==> src/rtl/uart_bridge_pkg.sv <==
// Shared protocol constants and parser state encoding for the UART-to-bus bridge.
package uart_bridge_pkg;
  localparam logic [7:0] CMD_WRITE = 8'h57;
  localparam logic [7:0] CMD_READ  = 8'h52;
  localparam logic [7:0] RSP_ACK   = 8'h4B;
  localparam logic [7:0] RSP_ERR   = 8'h45;

  typedef enum logic [2:0] {
    S_CMD,
    S_ADDR,
    S_DATA,
    S_BUS,
    S_RESP
  } state_t;
endpackage

==> src/rtl/uart_bus_bridge_if.sv <==
// UART byte handshake and single-word memory bus seen by the bridge.
interface uart_bus_bridge_if #(
  parameter int ADDR_W = 32,
  parameter int DATA_W = 32
);
  logic              uart_received;
  logic [7:0]        uart_rx_byte;
  logic              uart_recv_error;
  logic              uart_is_transmitting;
  logic              uart_transmit;
  logic [7:0]        uart_tx_byte;
  logic              bus_req;
  logic              bus_we;
  logic [ADDR_W-1:0] bus_addr;
  logic [DATA_W-1:0] bus_wdata;
  logic [DATA_W-1:0] bus_rdata;
  logic              bus_ack;

  modport master (
    input  uart_received, uart_rx_byte, uart_recv_error, uart_is_transmitting,
    output uart_transmit, uart_tx_byte,
    output bus_req, bus_we, bus_addr, bus_wdata,
    input  bus_rdata, bus_ack
  );

  modport slave (
    output uart_received, uart_rx_byte, uart_recv_error, uart_is_transmitting,
    input  uart_transmit, uart_tx_byte,
    input  bus_req, bus_we, bus_addr, bus_wdata,
    output bus_rdata, bus_ack
  );
endinterface

==> src/rtl/uart_bus_bridge_tx_pacer.sv <==
// Issues single-cycle UART transmit pulses and holds the last byte sent.
module uart_tx_pacer (
  input  logic       clk,
  input  logic       rst,
  input  logic       send_req,
  input  logic [7:0] send_byte,
  input  logic       is_transmitting,
  output logic       transmit,
  output logic [7:0] tx_byte
);
  logic       tx_prev;
  logic [7:0] tx_hold;

  // The UART raises is_transmitting one cycle late, so the previous pulse also blocks.
  assign transmit = send_req && !is_transmitting && !tx_prev;
  assign tx_byte  = transmit ? send_byte : tx_hold;

  always_ff @(posedge clk) begin
    if (rst) begin
      tx_prev <= 1'b0;
      tx_hold <= 8'h00;
    end else begin
      tx_prev <= transmit;
      if (transmit) tx_hold <= send_byte;
    end
  end
endmodule

==> src/rtl/uart_bus_bridge.sv <==
// Parses binary UART command frames into single-word bus reads/writes and returns responses.
module uart_bus_bridge
  import uart_bridge_pkg::*;
#(
  parameter int ADDR_W         = 32,
  parameter int DATA_W         = 32,
  parameter int TIMEOUT_CYCLES = 100000
) (
  input  logic               clk,
  input  logic               rst,
  uart_bus_bridge_if.master  bif,
  output logic               busy,
  output logic               overrun
);
  localparam int ABYTES = ADDR_W / 8;
  localparam int DBYTES = DATA_W / 8;

  state_t            state, state_nx;
  logic [7:0]        cnt;
  logic              is_write;
  logic [ADDR_W-1:0] addr_sr;
  logic [DATA_W-1:0] wdata_sr;
  logic [DATA_W-1:0] resp_sr;
  logic [19:0]       to_cnt;
  logic              fire;
  logic              rx, err, last, timeout, known_cmd;
  logic [7:0]        tx_byte;

  assign rx        = bif.uart_received;
  assign err       = bif.uart_recv_error;
  assign last      = (cnt == 8'd1);
  assign timeout   = (to_cnt == 20'(TIMEOUT_CYCLES));
  assign known_cmd = (bif.uart_rx_byte == CMD_WRITE) || (bif.uart_rx_byte == CMD_READ);

  assign busy          = (state != S_CMD);
  assign bif.bus_req   = (state == S_BUS);
  assign bif.bus_we    = is_write;
  assign bif.bus_addr  = addr_sr;
  assign bif.bus_wdata = wdata_sr;

  always_ff @(posedge clk) begin
    if (rst) state <= S_CMD;
    else     state <= state_nx;
  end

  // A received byte outranks timeout expiry; a framing error outranks both.
  always_comb begin
    state_nx = state;
    unique case (state)
      S_CMD:  if (!err && rx) state_nx = known_cmd ? S_ADDR : S_RESP;
      S_ADDR: begin
        if (err)             state_nx = S_CMD;
        else if (rx && last) state_nx = is_write ? S_DATA : S_BUS;
        else if (!rx && timeout) state_nx = S_CMD;
      end
      S_DATA: begin
        if (err)             state_nx = S_CMD;
        else if (rx && last) state_nx = S_BUS;
        else if (!rx && timeout) state_nx = S_CMD;
      end
      S_BUS:  if (bif.bus_ack) state_nx = S_RESP;
      S_RESP: if (fire && last) state_nx = S_CMD;
      default: state_nx = S_CMD;
    endcase
  end

  always_ff @(posedge clk) begin
    if (rst) begin
      cnt      <= 8'd0;
      is_write <= 1'b0;
      addr_sr  <= '0;
      wdata_sr <= '0;
      resp_sr  <= '0;
      to_cnt   <= 20'd0;
      overrun  <= 1'b0;
    end else begin
      if ((state == S_ADDR) || (state == S_DATA)) to_cnt <= rx ? 20'd0 : to_cnt + 20'd1;
      else                                        to_cnt <= 20'd0;
      if (rx && ((state == S_BUS) || (state == S_RESP))) overrun <= 1'b1;

      unique case (state)
        S_CMD: if (rx && !err) begin
          is_write <= (bif.uart_rx_byte == CMD_WRITE);
          if (known_cmd) cnt <= 8'(ABYTES);
          else begin
            cnt     <= 8'd1;
            resp_sr <= DATA_W'(RSP_ERR) << (DATA_W - 8);
          end
        end
        S_ADDR: if (rx && !err) begin
          addr_sr <= (addr_sr << 8) | ADDR_W'(bif.uart_rx_byte);
          cnt     <= last ? 8'(DBYTES) : cnt - 8'd1;
        end
        S_DATA: if (rx && !err) begin
          wdata_sr <= (wdata_sr << 8) | DATA_W'(bif.uart_rx_byte);
          cnt      <= cnt - 8'd1;
        end
        S_BUS: if (bif.bus_ack) begin
          if (is_write) begin
            resp_sr <= DATA_W'(RSP_ACK) << (DATA_W - 8);
            cnt     <= 8'd1;
          end else begin
            resp_sr <= bif.bus_rdata;
            cnt     <= 8'(DBYTES);
          end
        end
        S_RESP: if (fire) begin
          resp_sr <= resp_sr << 8;
          cnt     <= cnt - 8'd1;
        end
        default: ;
      endcase
    end
  end

  uart_tx_pacer u_pacer (
    .clk             (clk),
    .rst             (rst),
    .send_req        (state == S_RESP),
    .send_byte       (resp_sr[DATA_W-1 -: 8]),
    .is_transmitting (bif.uart_is_transmitting),
    .transmit        (fire),
    .tx_byte         (tx_byte)
  );

  assign bif.uart_transmit = fire;
  assign bif.uart_tx_byte  = tx_byte;
endmodule

==> src/flat_wrapper.sv <==
// flat-port wrapper written by rule: the top's interface ports become plain ports
module uart_bus_bridge_flat import uart_bridge_pkg::*;
#(
  parameter int ADDR_W         = 32,
  parameter int DATA_W         = 32,
  parameter int TIMEOUT_CYCLES = 100000
)
  (clk, rst, busy, overrun, bif_uart_received, bif_uart_rx_byte, bif_uart_recv_error, bif_uart_is_transmitting, bif_uart_transmit, bif_uart_tx_byte, bif_bus_req, bif_bus_we, bif_bus_addr, bif_bus_wdata, bif_bus_rdata, bif_bus_ack);
  uart_bus_bridge_if #(.ADDR_W(ADDR_W), .DATA_W(DATA_W)) bif_i ();
  input  logic clk;
  input  logic rst;
  output logic busy;
  output logic overrun;
  input wire logic [$bits(bif_i.uart_received)-1:0] bif_uart_received;
  input wire logic [$bits(bif_i.uart_rx_byte)-1:0] bif_uart_rx_byte;
  input wire logic [$bits(bif_i.uart_recv_error)-1:0] bif_uart_recv_error;
  input wire logic [$bits(bif_i.uart_is_transmitting)-1:0] bif_uart_is_transmitting;
  output wire logic [$bits(bif_i.uart_transmit)-1:0] bif_uart_transmit;
  output wire logic [$bits(bif_i.uart_tx_byte)-1:0] bif_uart_tx_byte;
  output wire logic [$bits(bif_i.bus_req)-1:0] bif_bus_req;
  output wire logic [$bits(bif_i.bus_we)-1:0] bif_bus_we;
  output wire logic [$bits(bif_i.bus_addr)-1:0] bif_bus_addr;
  output wire logic [$bits(bif_i.bus_wdata)-1:0] bif_bus_wdata;
  input wire logic [$bits(bif_i.bus_rdata)-1:0] bif_bus_rdata;
  input wire logic [$bits(bif_i.bus_ack)-1:0] bif_bus_ack;
  assign bif_i.uart_received = bif_uart_received;
  assign bif_i.uart_rx_byte = bif_uart_rx_byte;
  assign bif_i.uart_recv_error = bif_uart_recv_error;
  assign bif_i.uart_is_transmitting = bif_uart_is_transmitting;
  assign bif_uart_transmit = bif_i.uart_transmit;
  assign bif_uart_tx_byte = bif_i.uart_tx_byte;
  assign bif_bus_req = bif_i.bus_req;
  assign bif_bus_we = bif_i.bus_we;
  assign bif_bus_addr = bif_i.bus_addr;
  assign bif_bus_wdata = bif_i.bus_wdata;
  assign bif_i.bus_rdata = bif_bus_rdata;
  assign bif_i.bus_ack = bif_bus_ack;
  uart_bus_bridge #(.ADDR_W(ADDR_W), .DATA_W(DATA_W), .TIMEOUT_CYCLES(TIMEOUT_CYCLES)) u_core (.clk(clk), .rst(rst), .bif(bif_i), .busy(busy), .overrun(overrun));
endmodule
==> config.mk <==
export PLATFORM = sky130hd
export DESIGN_NAME = uart_bus_bridge_flat
export DESIGN_NICKNAME = d
export VERILOG_FILES = /design/src/rtl/uart_bridge_pkg.sv /design/src/rtl/uart_bus_bridge_if.sv /design/src/rtl/uart_bus_bridge_tx_pacer.sv /design/src/rtl/uart_bus_bridge.sv /design/src/flat_wrapper.sv
export SDC_FILE = /design/constraint.sdc
export NUM_CORES = 1
export LEC_CHECK = 0
export BUFFER_PORTS_ARGS = -buffer_cell sky130_fd_sc_hd__buf_2
export CAP_MARGIN = 10
export CELL_PAD_IN_SITES_DETAIL_PLACEMENT = 0
export CELL_PAD_IN_SITES_GLOBAL_PLACEMENT = 1
export CORE_ASPECT_RATIO = 1.5
export CORE_MARGIN = 3
export CORE_UTILIZATION = 25
export DETAILED_ROUTE_END_ITERATION = 6
export PLACE_DENSITY_LB_ADDON = 0.2
export SLEW_MARGIN = 10
export SYNTH_ARGS = -nofsm -noshare
export SYNTH_HDL_FRONTEND = slang
export SYNTH_SLANG_ARGS = --single-unit
==> constraint.sdc <==
create_clock -name clk -period 1.6 [get_ports clk]
set_input_delay 0.4 -clock clk [delete_from_list [all_inputs] [get_ports clk]]
set_output_delay 0.4 -clock clk [all_outputs]
set_load 0.01 [all_outputs]
Word-level counts from Yosys, hierarchy flattened
Cells that the tools add are included.
{"block": "op_classes", "n_reduce_logical": 25, "n_bitwise": 3, "mux": 27, "n_addsub": 2, "n_eq_ne": 15}
{"op": "32-bit two-way mux", "n": 5}
{"op": "32-bit one-hot mux with 3 select lines", "n": 1}
{"op": "32-bit by 8-bit bitwise OR with 32-bit output", "n": 2}
{"op": "8-bit two-way mux", "n": 7}
{"op": "8-bit one-hot mux with 5 select lines", "n": 1}
{"op": "3-bit two-way mux", "n": 11}
{"op": "20-bit by 1-bit adder with 20-bit output, second input constant", "n": 1}
{"op": "20-bit by 17-bit equality test with 1-bit output, second input constant", "n": 1}
{"op": "8-bit by 7-bit equality test with 1-bit output, second input constant", "n": 2}
{"op": "3-bit one-hot mux with 5 select lines", "n": 1}
{"op": "2-bit by 1-bit inequality test with 1-bit output, second input constant", "n": 6}
{"op": "8-bit by 1-bit equality test with 1-bit output, second input constant", "n": 1}
{"op": "8-bit by 1-bit subtractor with 8-bit output, second input constant", "n": 1}
{"op": "1-bit logical AND", "n": 7}
{"op": "3-bit by 2-bit equality test with 1-bit output, second input constant", "n": 2}
{"op": "2-bit AND reduction", "n": 3}
{"op": "6-bit AND reduction", "n": 1}
{"op": "3-bit nonzero test", "n": 2}
{"op": "5-bit AND reduction", "n": 1}
{"op": "5-bit nonzero test", "n": 1}
{"op": "1-bit zero test", "n": 4}
{"op": "3-bit by 1-bit equality test with 1-bit output, second input constant", "n": 1}
{"op": "3-bit equality test, second input constant", "n": 1}
{"op": "3-bit zero test", "n": 1}
{"op": "6 further kinds", "n": 8}
{"block": "totals", "ff_bits": 138, "out_inout_bits": 77, "word_cells": 82}

Logic depth before layout (Yosys ltp)
Gate-level depths: netlist of the first run.
{"block": "logic_depth", "word_depth": 6, "ltp_mapped": 8, "ltp_nobuf": 7}

Hierarchy
A second synthesis of the first run with hierarchy kept.
{"block": "hier_totals", "hier_cells": 674, "area_unflattened_um2": 5849.4}
{"module": "uart_bus_bridge", "seq_area_each_um2": 2582.5, "area_per_inst_um2": 5343.9, "cells_each": 628, "instances": 1}
{"module": "uart_tx_pacer", "seq_area_each_um2": 180.2, "area_per_inst_um2": 505.5, "cells_each": 46, "instances": 1}

Least setup slack after synthesis of the first run
OpenSTA, ideal clock, no wires.
{"block": "synth_path", "path_type": "reg-to-output", "start": "register u_core.state[1]", "end": "output bif_uart_tx_byte[0]", "n_path_buf": 1, "path_slack_ns": -0.108, "path_stages_with_launch": 6, "arrival_ns": 1.308, "path_cell_list": "dfxtp_1 nor2_1 and2_1 buf_4 nand2_2 mux2_2"}
{"block": "synth_via", "elab_chain_len": 4}
{"item": "from (decl)", "line_no": "uart_bus_bridge.sv:18", "source": "state_t state, state_nx;"}
{"item": "from (signal assigned)", "line_no": "uart_bus_bridge.sv:43", "source": "else state <= state_nx;"}
{"item": "3-bit equality test", "line_no": "uart_bus_bridge.sv:119", "source": ".send_req (state == S_RESP),"}
{"item": "1-bit logical AND (2 in series)", "line_no": "uart_bus_bridge_tx_pacer.sv:15", "source": "assign transmit = send_req && !is_transmitting && !tx_prev;"}
{"item": "8-bit two-way mux"}
{"item": "to (decl)", "line_no": "flat_wrapper.sv:19", "source": "output wire logic [$bits(bif_i.uart_tx_byte)-1:0] bif_uart_tx_byte;"}
No other way between the ends.

Worst setup path after layout of the first run
{"block": "layout_path", "start": "register u_core.state[1]", "end": "output bif_uart_tx_byte[4]"}
Same word-level chain as after synthesis.

==> results of run 1 <==
## per-layer routing
metal / share of wire, % / track usage, % / wire, um / up-vias
met1: 40 / 16.8 / 7140 / 2541
met2: 54 / 24.1 / 9510 / 87
met5: 0 / 0 / 0 / -
met4: 1.6 / 5.11 / 287 / 0
li1: - / - / - / 2778
met3: 4.6 / 4.33 / 812 / 16
## report_power, final
group	internal, mW	switching, mW	total (mW)	leakage (nW)
sequential	3.51	0.0592	3.57	1.12
clock	2.38	1.51	3.88	0.273
combinational	0.490	0.441	0.931	1.95
## how the worst max path moves through the flow
stage,endpoint,cells after the start,slack [ns],start
floorplan,u_core.cnt[1],7,-0.005,u_core.cnt[1]
global placement,u_core.cnt[2],7,-0.41,bif_uart_rx_byte[0]
detailed placement,u_core.cnt[2],7,-0.38,bif_uart_rx_byte[0]
CTS,bif_uart_tx_byte[7],6,-0.47,u_core.state[0]
global route,bif_uart_tx_byte[3],6,-0.52,u_core.state[1]
finish,bif_uart_tx_byte[4],6,-0.45,u_core.state[1]
## logic make-up after synthesis
family / share of synthesized area, %
adder cells (fa/ha/maj): 0.856
buffers and inverters: 4.90
XOR/XNOR: 2.55
multiplexers: 1.54
AO/OA/AOI/OAI: 20.0
flip-flops: 47.3
AND/OR/NAND/NOR: 22.9
## cell type report
class,instances,area [sq um]
tap,276,345
multi-input combinational,491,3110
clock inverter,10,118
timing repair buffer,226,1710
fill,2375,14100
sequential,138,2780
inverter,12,45.0
clock buffer,22,464
## synth_stat cells (all sizes together) (2+ instances only)
cell and number:
nand2b 12, or4 2, nor3 10, buf 22
dfxtp 138, nand3 22, or4b 2, a21oi 83
clkbuf 28, and2 10, xor2 6, ha 4
a31oi 4, inv 12, nand2 148, mux2 8
nand4 5, nor4 6, and4 2, o21ai 16
a2bb2oi 2, or3 9, a22oi 19, a221oi 3
o22ai 2, a32o 3, and3 2, nor2 56
nor2b 3, a311oi 3, a211oi 24, xnor2 11
## state kept, by name, indices dropped and copies added (netlist names)
signal                  cells
u_core.state                3
u_core.bif.bus_addr        32
u_core.overrun              1
u_core.resp_sr             32
u_core.to_cnt              20
u_core.cnt                  8
u_core.u_pacer.tx_prev      1
u_core.bif.bus_wdata       32
u_core.bif.bus_we           1
u_core.u_pacer.tx_hold      8
## worst max-delay path, stage by stage, from the launching register on
cell and delay [ns]:
dfxtp_4 0.35, nor2_4 0.10, and2_4 0.16, nand2_4 0.06
buf_6 0.13, mux2_4 0.30, buf_6 0.12
## metrics by stage
| stage | cell area (sq um) | hold WS (ns) |
|---|---|---|
| 4_1_cts | 8370 | 0.201 |
| 2_1_floorplan | 5870 | 0.445 |
| 3_5_place_dp | 7310 | 0.441 |
| 3_3_place_gp | 7310 | 0.433 |
| 6_report | 8570 | 0.229 |
| 5_1_grt | 8570 | 0.214 |
## timing repair
item                       4_1_cts  5_1_grt
resized for setup               72       36
pin swaps                        9        5
cloned                           3        1
setup buffers                   12        5
setup endpoints to repair       96      139
==> reports/qor.yml, run 1 <==
place:
  gp_congestion: 0.759
  io_buffers: 122
  hpwl_mm: 11.9
  dp_cells: 1125
  place_ws_ns: -0.383
timing:
  final_hold_viol_count: 0
  worstMarginPinSlew_ns: 0.455
  tns_ns: -10.98
  max_clock_freq_mhz: 488
  skew_ns: 0.00755
  setup_viol: 45
  period_share_pct: 128
  maxSlewHeadroom_pct: 69.7
  setup_ws_ns: -0.450
  rsz0062_at_grt: "true"
  maxSlewViolCount: 0
  finalCriticalPeriod_ns: 2.05
logic_synthesis:
  synth-async-reset-ratio_pct: 0
  synth.distinct_cells: 57
  syn_nets: 741
  synth_ff_type: "dfxtp_1"
  yosysSeqAreaShare_pct: 47.3
  ys_ff_latch: 138
  synth_warnings: 0
  synth_top_cell_area_share_pct: 47.3
  yosys.area.top_type: "dfxtp_1"
  avgSynthCellArea_sq_um: 8.46
  synth_area_leaders: "dfxtp_1 47%, nand2_1 9.4%, a21oi_1 7.1%"
  syn_area_sq_um: 5850
  syn_inst: 691
  synth-edff-count: 0
global_route:
  gr-usage-all-layers_pct: 14.3
  overflow: 0
  grt_pass1_wl_mm: 28.6
  antenna_found_initial: 0
  grt_pass1_vias: 5383
  grt_start_max_net_pins: 90
clock_tree:
  numCtsBuffers: 17
  hold_buffers: 0
  clk_pin_slew_ns: 0.06
  cts.sink_count: 138
  cts_root_buffer: "clkbuf_16"
  insertion_delay_ns: 0.42
  cts_tree: "built"
  htreeDepth: 4
  cts_max_path_buffers: 2
layout:
  layout_commonest_cell: "nand2_1"
  num-nets-final: 936
  drive_gt1_share_pct: 39.4
  fin_cells: 1175
  mostFrequentLayoutCells: "146 x nand2_1, 132 x dfxtp_1, 112 x buf_2, 80 x buf_4, 79 x a21oi_1"
  antennaDiodeCount: 0
  area_growth_pct: 46.5
  fin_util_pct: 37.8
run_status:
  violations: "negative setup slack"
  outcome: "finished with violations"
drt:
  drc_errors: 0
  drt-initial-drc-count: 269
  vias_per_cell: 4.61
  wl_mm: 17.8
  ant_nets: 0
  wire_per_inst_um: 15.1
  via_count: 5422
  dr.pass1.iters: 4
setup_path:
  r2r-end: "u_core.resp_sr[29]"
  r2r_cells: 7
  path_max_fanout: 4
  critPathRequiredTime_ns: 1.20
  worstSetupPathType: "register to primary output"
  r2r_start: "u_core.state[1]"
  worst_ep_arrival_time_ns: 1.65
  rrSetupSlack_ns: -0.27
  cp-start-kind: "register"
  crit_path_end_kind: "primary output"
power_and_ir_drop:
  power_leakage_nw: 3.34
  power_mw: 8.38
  peakVddDrop_v: 0.000698
  power_density_nw_per_um2: 979
floorplanning:
  fp.dieArea_sq_um: 25300
  dieHeight_um: 193
  num_rows: 67
  die_w_um: 131
  core_area_sq_um: 22600
  io_pins: 123
  start_util_pct: 25.8
worst_hold_path:
  hold_depth: 3
  hold_path_end: "u_core.resp_sr[4]"
  min-delay-start: "bif_bus_rdata[4]"
  holdCritPathClass: "primary input to register"
flow_run:
  drv_cap: 0
(Power assumes the default switching activity.)
==> run 2: changes to the inputs <==
Settings changed: BUFFER_PORTS_ARGS -buffer_cell sky130_fd_sc_hd__buf_2 to -buffer_cell sky130_fd_sc_hd__clkbuf_2.
==> reports/qor.yml, run 2 (same netlist as run 1, synthesis figures left out) <==
run_status:
  outcome: "finished with violations"
  violations: "negative setup slack"
clock_tree:
  cts.sink_count: 138  # unchanged
  insertion_delay_ns: 0.43  # about the same
  htreeDepth: 4  # unchanged
  clk_pin_slew_ns: 0.06  # about the same
  cts_root_buffer: "clkbuf_16"
  cts_max_path_buffers: 2  # unchanged
  numCtsBuffers: 17  # unchanged
  cts_tree: "built"
  hold_buffers: 0  # unchanged
power_and_ir_drop:
  p_comb_share_pct: 12.8  # +1.7 points
  net-switching-power_mw: 2.21  # +10%
  power_leakage_nw: 4.25  # +27%
  pwr-share-seq_pct: 41.6  # -1.0 points
  peakVddDrop_v: 0.000694  # -0.49%
  power_density_nw_per_um2: 813  # -17%
  pwr-share-clk_pct: 45.6  # -0.7 points
  power_mw: 8.61  # +2.7%
  p_int_mw: 6.40  # +0.40%
  p_sw_share_pct: 25.6  # +1.7 points
layout:
  area_growth_pct: 81.1
  fin_util_pct: 46.8  # +8.9 points
  mostFrequentLayoutCells: "133 x dfxtp_1, 110 x clkbuf_2, 75 x a21oi_2, 71 x buf_4, 64 x nand2_1"
  antennaDiodeCount: 0  # unchanged
  fill_cells: 2166  # -8.8%
  fin_cells: 1215  # +3.4%
  final_area_sq_um: 10600  # +24%
  num-nets-final: 976  # +4.3%
  drive_gt1_share_pct: 65.2  # +26 points
  layout_commonest_cell: "dfxtp_1"
place:
  hpwl_mm: 11.9  # about the same
  placed_area_sq_um: 7290  # -0.31%
  dp_cells: 1122  # -0.27%
  place_ws_ns: -0.381  # +0.00221 ns
  io_buffers: 122  # unchanged
  gp_congestion: 0.742  # -2.3%
floorplanning:
  start_util_pct: 25.8  # unchanged
  fp.dieArea_sq_um: 25300  # unchanged
  num_rows: 67  # unchanged
  io_pins: 123  # unchanged
  die_w_um: 131  # unchanged
  dieHeight_um: 193  # unchanged
  core_area_sq_um: 22600  # unchanged
setup_path:
  crit_chain: "nor2_4, and2_4, nand2_4, buf_12, mux2_4, buf_6"
  path_max_fanout: 5  # +1
  crit_path_end_kind: "primary output"
  worstSetupPathType: "register to primary output"
  worst_ep_arrival_time_ns: 1.67  # +0.02 ns
  max_stage_delay_ns: 0.36  # about the same
  critPathRequiredTime_ns: 1.20  # about the same
  cp-start-kind: "register"
  slowest_stage: "dfxtp_4"
  rrSetupSlack_ns: -0.41  # -0.14 ns
worst_hold_path:
  holdCritPathClass: "primary input to register"
timing:
  finalCriticalPeriod_ns: 2.07  # +0.0194 ns
  rsz0062_at_grt: "true"
  period_share_pct: 129  # +1.2 points
  setup_ws_ns: -0.470  # -0.0194 ns
  setup_viol: 139  # +210%
  tns_ns: -43.92  # -32.94 ns
  skew_ns: 0.0129  # +0.00531 ns
  final_hold_viol_count: 0  # unchanged
  worstMarginPinSlew_ns: 0.672  # +0.217 ns
  maxSlewViolCount: 0  # unchanged
  maxSlewHeadroom_pct: 55.2  # -14 points
  hold_slack_ns: 0.192  # -0.0367 ns
  max_clock_freq_mhz: 483  # -0.94%
global_route:
  antenna_found_initial: 0  # unchanged
  grt_pass1_wl_mm: 29.8  # +4.2%
  grt_pass1_vias: 5509  # +2.3%
  gr-usage-all-layers_pct: 14.8  # +0.54 points
  grt_start_max_net_pins: 90  # unchanged
  overflow: 0  # unchanged
drt:
  vias_per_cell: 4.76  # +3.2%
  dr.pass1.iters: 4  # unchanged
  drc_errors: 0  # unchanged
  ant_nets: 0  # unchanged
  drt-initial-drc-count: 179  # -33%
  wl_mm: 20.5  # +15%
  wire_per_inst_um: 16.8  # +11%
  via_count: 5785  # +6.7%
flow_run:
  drv_cap: 0  # unchanged
==> run 2: cell types whose count changed in the layout (fill, tap and decap cells not counted), moves of 21 or more <==
cell      previous run  this run
nor2_4              12        33
buf_2              112         0
nand2_4              1        63
buf_6               18        43
a21oi_2              4        75
clkbuf_2             0       110
nand2_1            146        64
a21oi_1             79         7
nor2_1              39        15
==> run 2: area by class of cell <==
cell class / count / area [sq um] / share of cell area [%]
Inverter: 12 / 45.0 / 0.425
Tap cell: 276 / 345 / 3.26
Clock inverter: 14 / 145 / 1.37
Timing Repair Buffer: 266 / 2460 / 23.3
Multi-Input combinational cell: 491 / 4380 / 41.3
Sequential cell: 138 / 2770 / 26.2
Clock buffer: 18 / 439 / 4.15
==> run 2: layer usage <==
| layer | part of all wire (%) | wire (um) | GRT usage [%] |
|---|---|---|---|
| met5 | 0 | 0 | 0 |
| met4 | 1.3 | 266 | 4.35 |
| met3 | 4.3 | 878 | 4.14 |
| met2 | 54 | 11100 | 25.9 |
| met1 | 40 | 8180 | 17.3 |
==> run 2: worst paths after layout <==
| path | start | endpoint | depth (start not counted) |
|---|---|---|---|
| worst max-delay path | u_core.state[0] | bif_uart_tx_byte[0] | 6 |
| worst min-delay path | bif_bus_rdata[2] | u_core.resp_sr[2] | 3 |
| worst max register to register | u_core.state[0] | u_core.cnt[1] | 10 |
| worst min register to register | u_core.bif.bus_wdata[30] | u_core.bif.bus_wdata[30] | 2 |
==> run 2: critical path, delay by kind of cell, from the launching register on <==
kind / cells / cell delay (ns)
flip-flops: 1 / 0.36
AND/OR/NAND/NOR: 3 / 0.32
buffers and inverters: 2 / 0.26
multiplexers: 1 / 0.31
==> run 2: power by group through the flow <==
| stage | Sequential [mW] | Clock [mW] | Combinational (mW) |
|---|---|---|---|
| after floorplan | 3.62 | 0 | 0.426 |
| after global placement | 3.63 | 0 | 0.694 |
| after detailed placement | 3.63 | 0 | 0.690 |
| after CTS | 3.56 | 4.04 | 0.852 |
| after global routing | 3.59 | 4.18 | 1.18 |
| final | 3.58 | 3.93 | 1.10 |
==> run 2: what timing repair did <==
action | CTS | global route
gates cloned | 10 | 15
setup buffers | 32 | 16
pin swaps | 65 | 171
setup endpoints to repair | 70 | 140
resized for setup | 157 | 327
==> run 3: changes to the inputs <==
Settings changed: GPL_TIMING_DRIVEN set to 0.
==> reports/qor.yml, run 3 (same netlist as run 1, synthesis figures left out) <==
floorplanning:
  num_rows: 67  # unchanged
  die_w_um: 131  # unchanged
  io_pins: 123  # unchanged
  fp.dieArea_sq_um: 25300  # unchanged
  dieHeight_um: 193  # unchanged
  core_area_sq_um: 22600  # unchanged
  start_util_pct: 25.8  # unchanged
drt:
  vias_per_cell: 4.73  # -0.58%
  ant_nets: 0  # unchanged
  drt-initial-drc-count: 188  # +5.0%
  drc_errors: 0  # unchanged
  wire_per_inst_um: 16.9  # +0.25%
  wl_mm: 19.9  # -2.6%
  via_count: 5586  # -3.4%
  dr.pass1.iters: 5  # +1
clock_tree:
  htreeDepth: 4  # unchanged
  clk_pin_slew_ns: 0.06  # about the same
  insertion_delay_ns: 0.43  # about the same
  numCtsBuffers: 17  # unchanged
  cts_max_path_buffers: 2  # unchanged
  hold_buffers: 0  # unchanged
  cts.sink_count: 138  # unchanged
  cts_tree: "built"
  cts_root_buffer: "clkbuf_16"
place:
  io_buffers: 122  # unchanged
  hpwl_mm: 13.4  # +13%
  placed_area_sq_um: 6820  # -6.4%
  dp_cells: 1089  # -2.9%
  gp_congestion: 0.752  # +1.4%
  place_ws_ns: -0.492  # -0.111 ns
setup_path:
  slowest_stage: "dfxtp_4"
  worst_ep_arrival_time_ns: 1.67  # about the same
  crit_chain: "nor2_4, and2_4, nand2_8, mux2_4, buf_6"
  rrSetupSlack_ns: -0.34  # +0.07 ns
  worstSetupPathType: "register to primary output"
  path_max_fanout: 5  # unchanged
  critPathRequiredTime_ns: 1.20  # about the same
  max_stage_delay_ns: 0.35  # about the same
  cp-start-kind: "register"
  crit_path_end_kind: "primary output"
timing:
  skew_ns: 0.00964  # -0.00322 ns
  max_clock_freq_mhz: 484  # +0.10%
  maxSlewViolCount: 0  # unchanged
  worstMarginPinSlew_ns: 0.779  # +0.107 ns
  finalCriticalPeriod_ns: 2.07  # -0.00215 ns
  setup_ws_ns: -0.468  # +0.00215 ns
  maxSlewHeadroom_pct: 48.1  # -7.1 points
  hold_slack_ns: 0.193  # +0.00115 ns
  final_hold_viol_count: 0  # unchanged
  tns_ns: -30.03  # +13.89 ns
  setup_viol: 139  # unchanged
  rsz0062_at_grt: "true"
  period_share_pct: 129  # -0.13 points
layout:
  num-nets-final: 942  # -3.5%
  drive_gt1_share_pct: 48.8  # -16 points
  antennaDiodeCount: 0  # unchanged
  multi_input_area_sq_um: 3760  # -14%
  layout_commonest_cell: "dfxtp_1"
  final_area_sq_um: 9400  # -11%
  fill_cells: 2294  # +5.9%
  ff_latch_area_sq_um: 2780  # about the same
  fin_util_pct: 41.5  # -5.3 points
  fin_cells: 1180  # -2.9%
  area_growth_pct: 60.8
  mostFrequentLayoutCells: "131 x dfxtp_1, 111 x clkbuf_2, 109 x nand2_1, 56 x a21oi_1, 38 x buf_4"
global_route:
  grt_pass1_wl_mm: 31.3  # +5.3%
  antenna_found_initial: 0  # unchanged
  grt_pass1_vias: 5759  # +4.5%
  overflow: 0  # unchanged
  grt_start_max_net_pins: 17  # -81%
  gr-usage-all-layers_pct: 15.7  # +0.88 points
power_and_ir_drop:
  net-switching-power_mw: 2.10  # -4.9%
  power_density_nw_per_um2: 910  # +12%
  power_mw: 8.56  # -0.64%
  power_leakage_nw: 3.45  # -19%
  pwr-share-seq_pct: 41.9  # +0.3 points
  peakVddDrop_v: 0.000733  # +5.6%
  p_sw_share_pct: 24.5  # -1.1 points
  pwr-share-clk_pct: 45.7  # about the same
  p_int_mw: 6.46  # +0.85%
  p_comb_share_pct: 12.5  # -0.3 points
run_status:
  outcome: "finished with violations"
  violations: "negative setup slack"
flow_run:
  drv_cap: 0  # unchanged
worst_hold_path:
  holdCritPathClass: "primary input to register"
## run 3: cell types whose count changed in the layout (fill, tap and decap cells not counted), sizes merged, moves of 2 or more
cell,delta
clkinv,-3
inv,-3
clkinvlp,-2
clkbuf,+20
buf,-49
## run 3: final timing paths
check                   startpoint                  end  depth (start not counted)
setup / recovery   u_core.state[1]  bif_uart_tx_byte[7]                          5
hold reg to reg     u_core.overrun       u_core.overrun                          2
setup reg to reg   u_core.state[1]   u_core.resp_sr[19]                          9
hold / removal    bif_bus_rdata[2]    u_core.resp_sr[2]                          3
## run 3: layout make-up
type	count	share of cell area, %
inverters	12	0.479
flip-flops and latches	138	29.5
plain buffers	43	4.07
multi-input cells	493	40.0
well taps	276	3.67
clock inverters	6	0.945
repair buffers	187	16.1
clock buffers	25	5.16
## run 3: metal layers
metal  share of wire [%]  up-vias  GRT usage [%]
met3                 4.4       27           4.06
met5                   0        -              0
met2                  55      117           28.3
met1                  39     2633           17.4
met4                 2.1        0           5.53
li1                    -     2809              -
## run 3: power by group through the flow
stage | Clock, mW | Combinational (mW) | Sequential (mW)
final | 3.91 | 1.07 | 3.58
after global routing | 4.14 | 1.14 | 3.59
after CTS | 4.00 | 0.898 | 3.57
after detailed placement | 0 | 0.640 | 3.63
after global placement | 0 | 0.646 | 3.63
after floorplan | 0 | 0.426 | 3.62
## run 3: repair_timing
| item | CTS | global route |
|---|---|---|
| pin swaps | 20 | 44 |
| endpoints found under the setup margin | 139 | 137 |
| resized for setup | 150 | 213 |
| gates cloned | 9 | 7 |
| buffers inserted | 30 | 23 |
## run 3: critical path, delay by kind of cell (launching register included)
family        cells  cell delay [ns]
mux               1             0.33
buf+inv           1             0.12
simple gates      3             0.43
flops             1             0.35
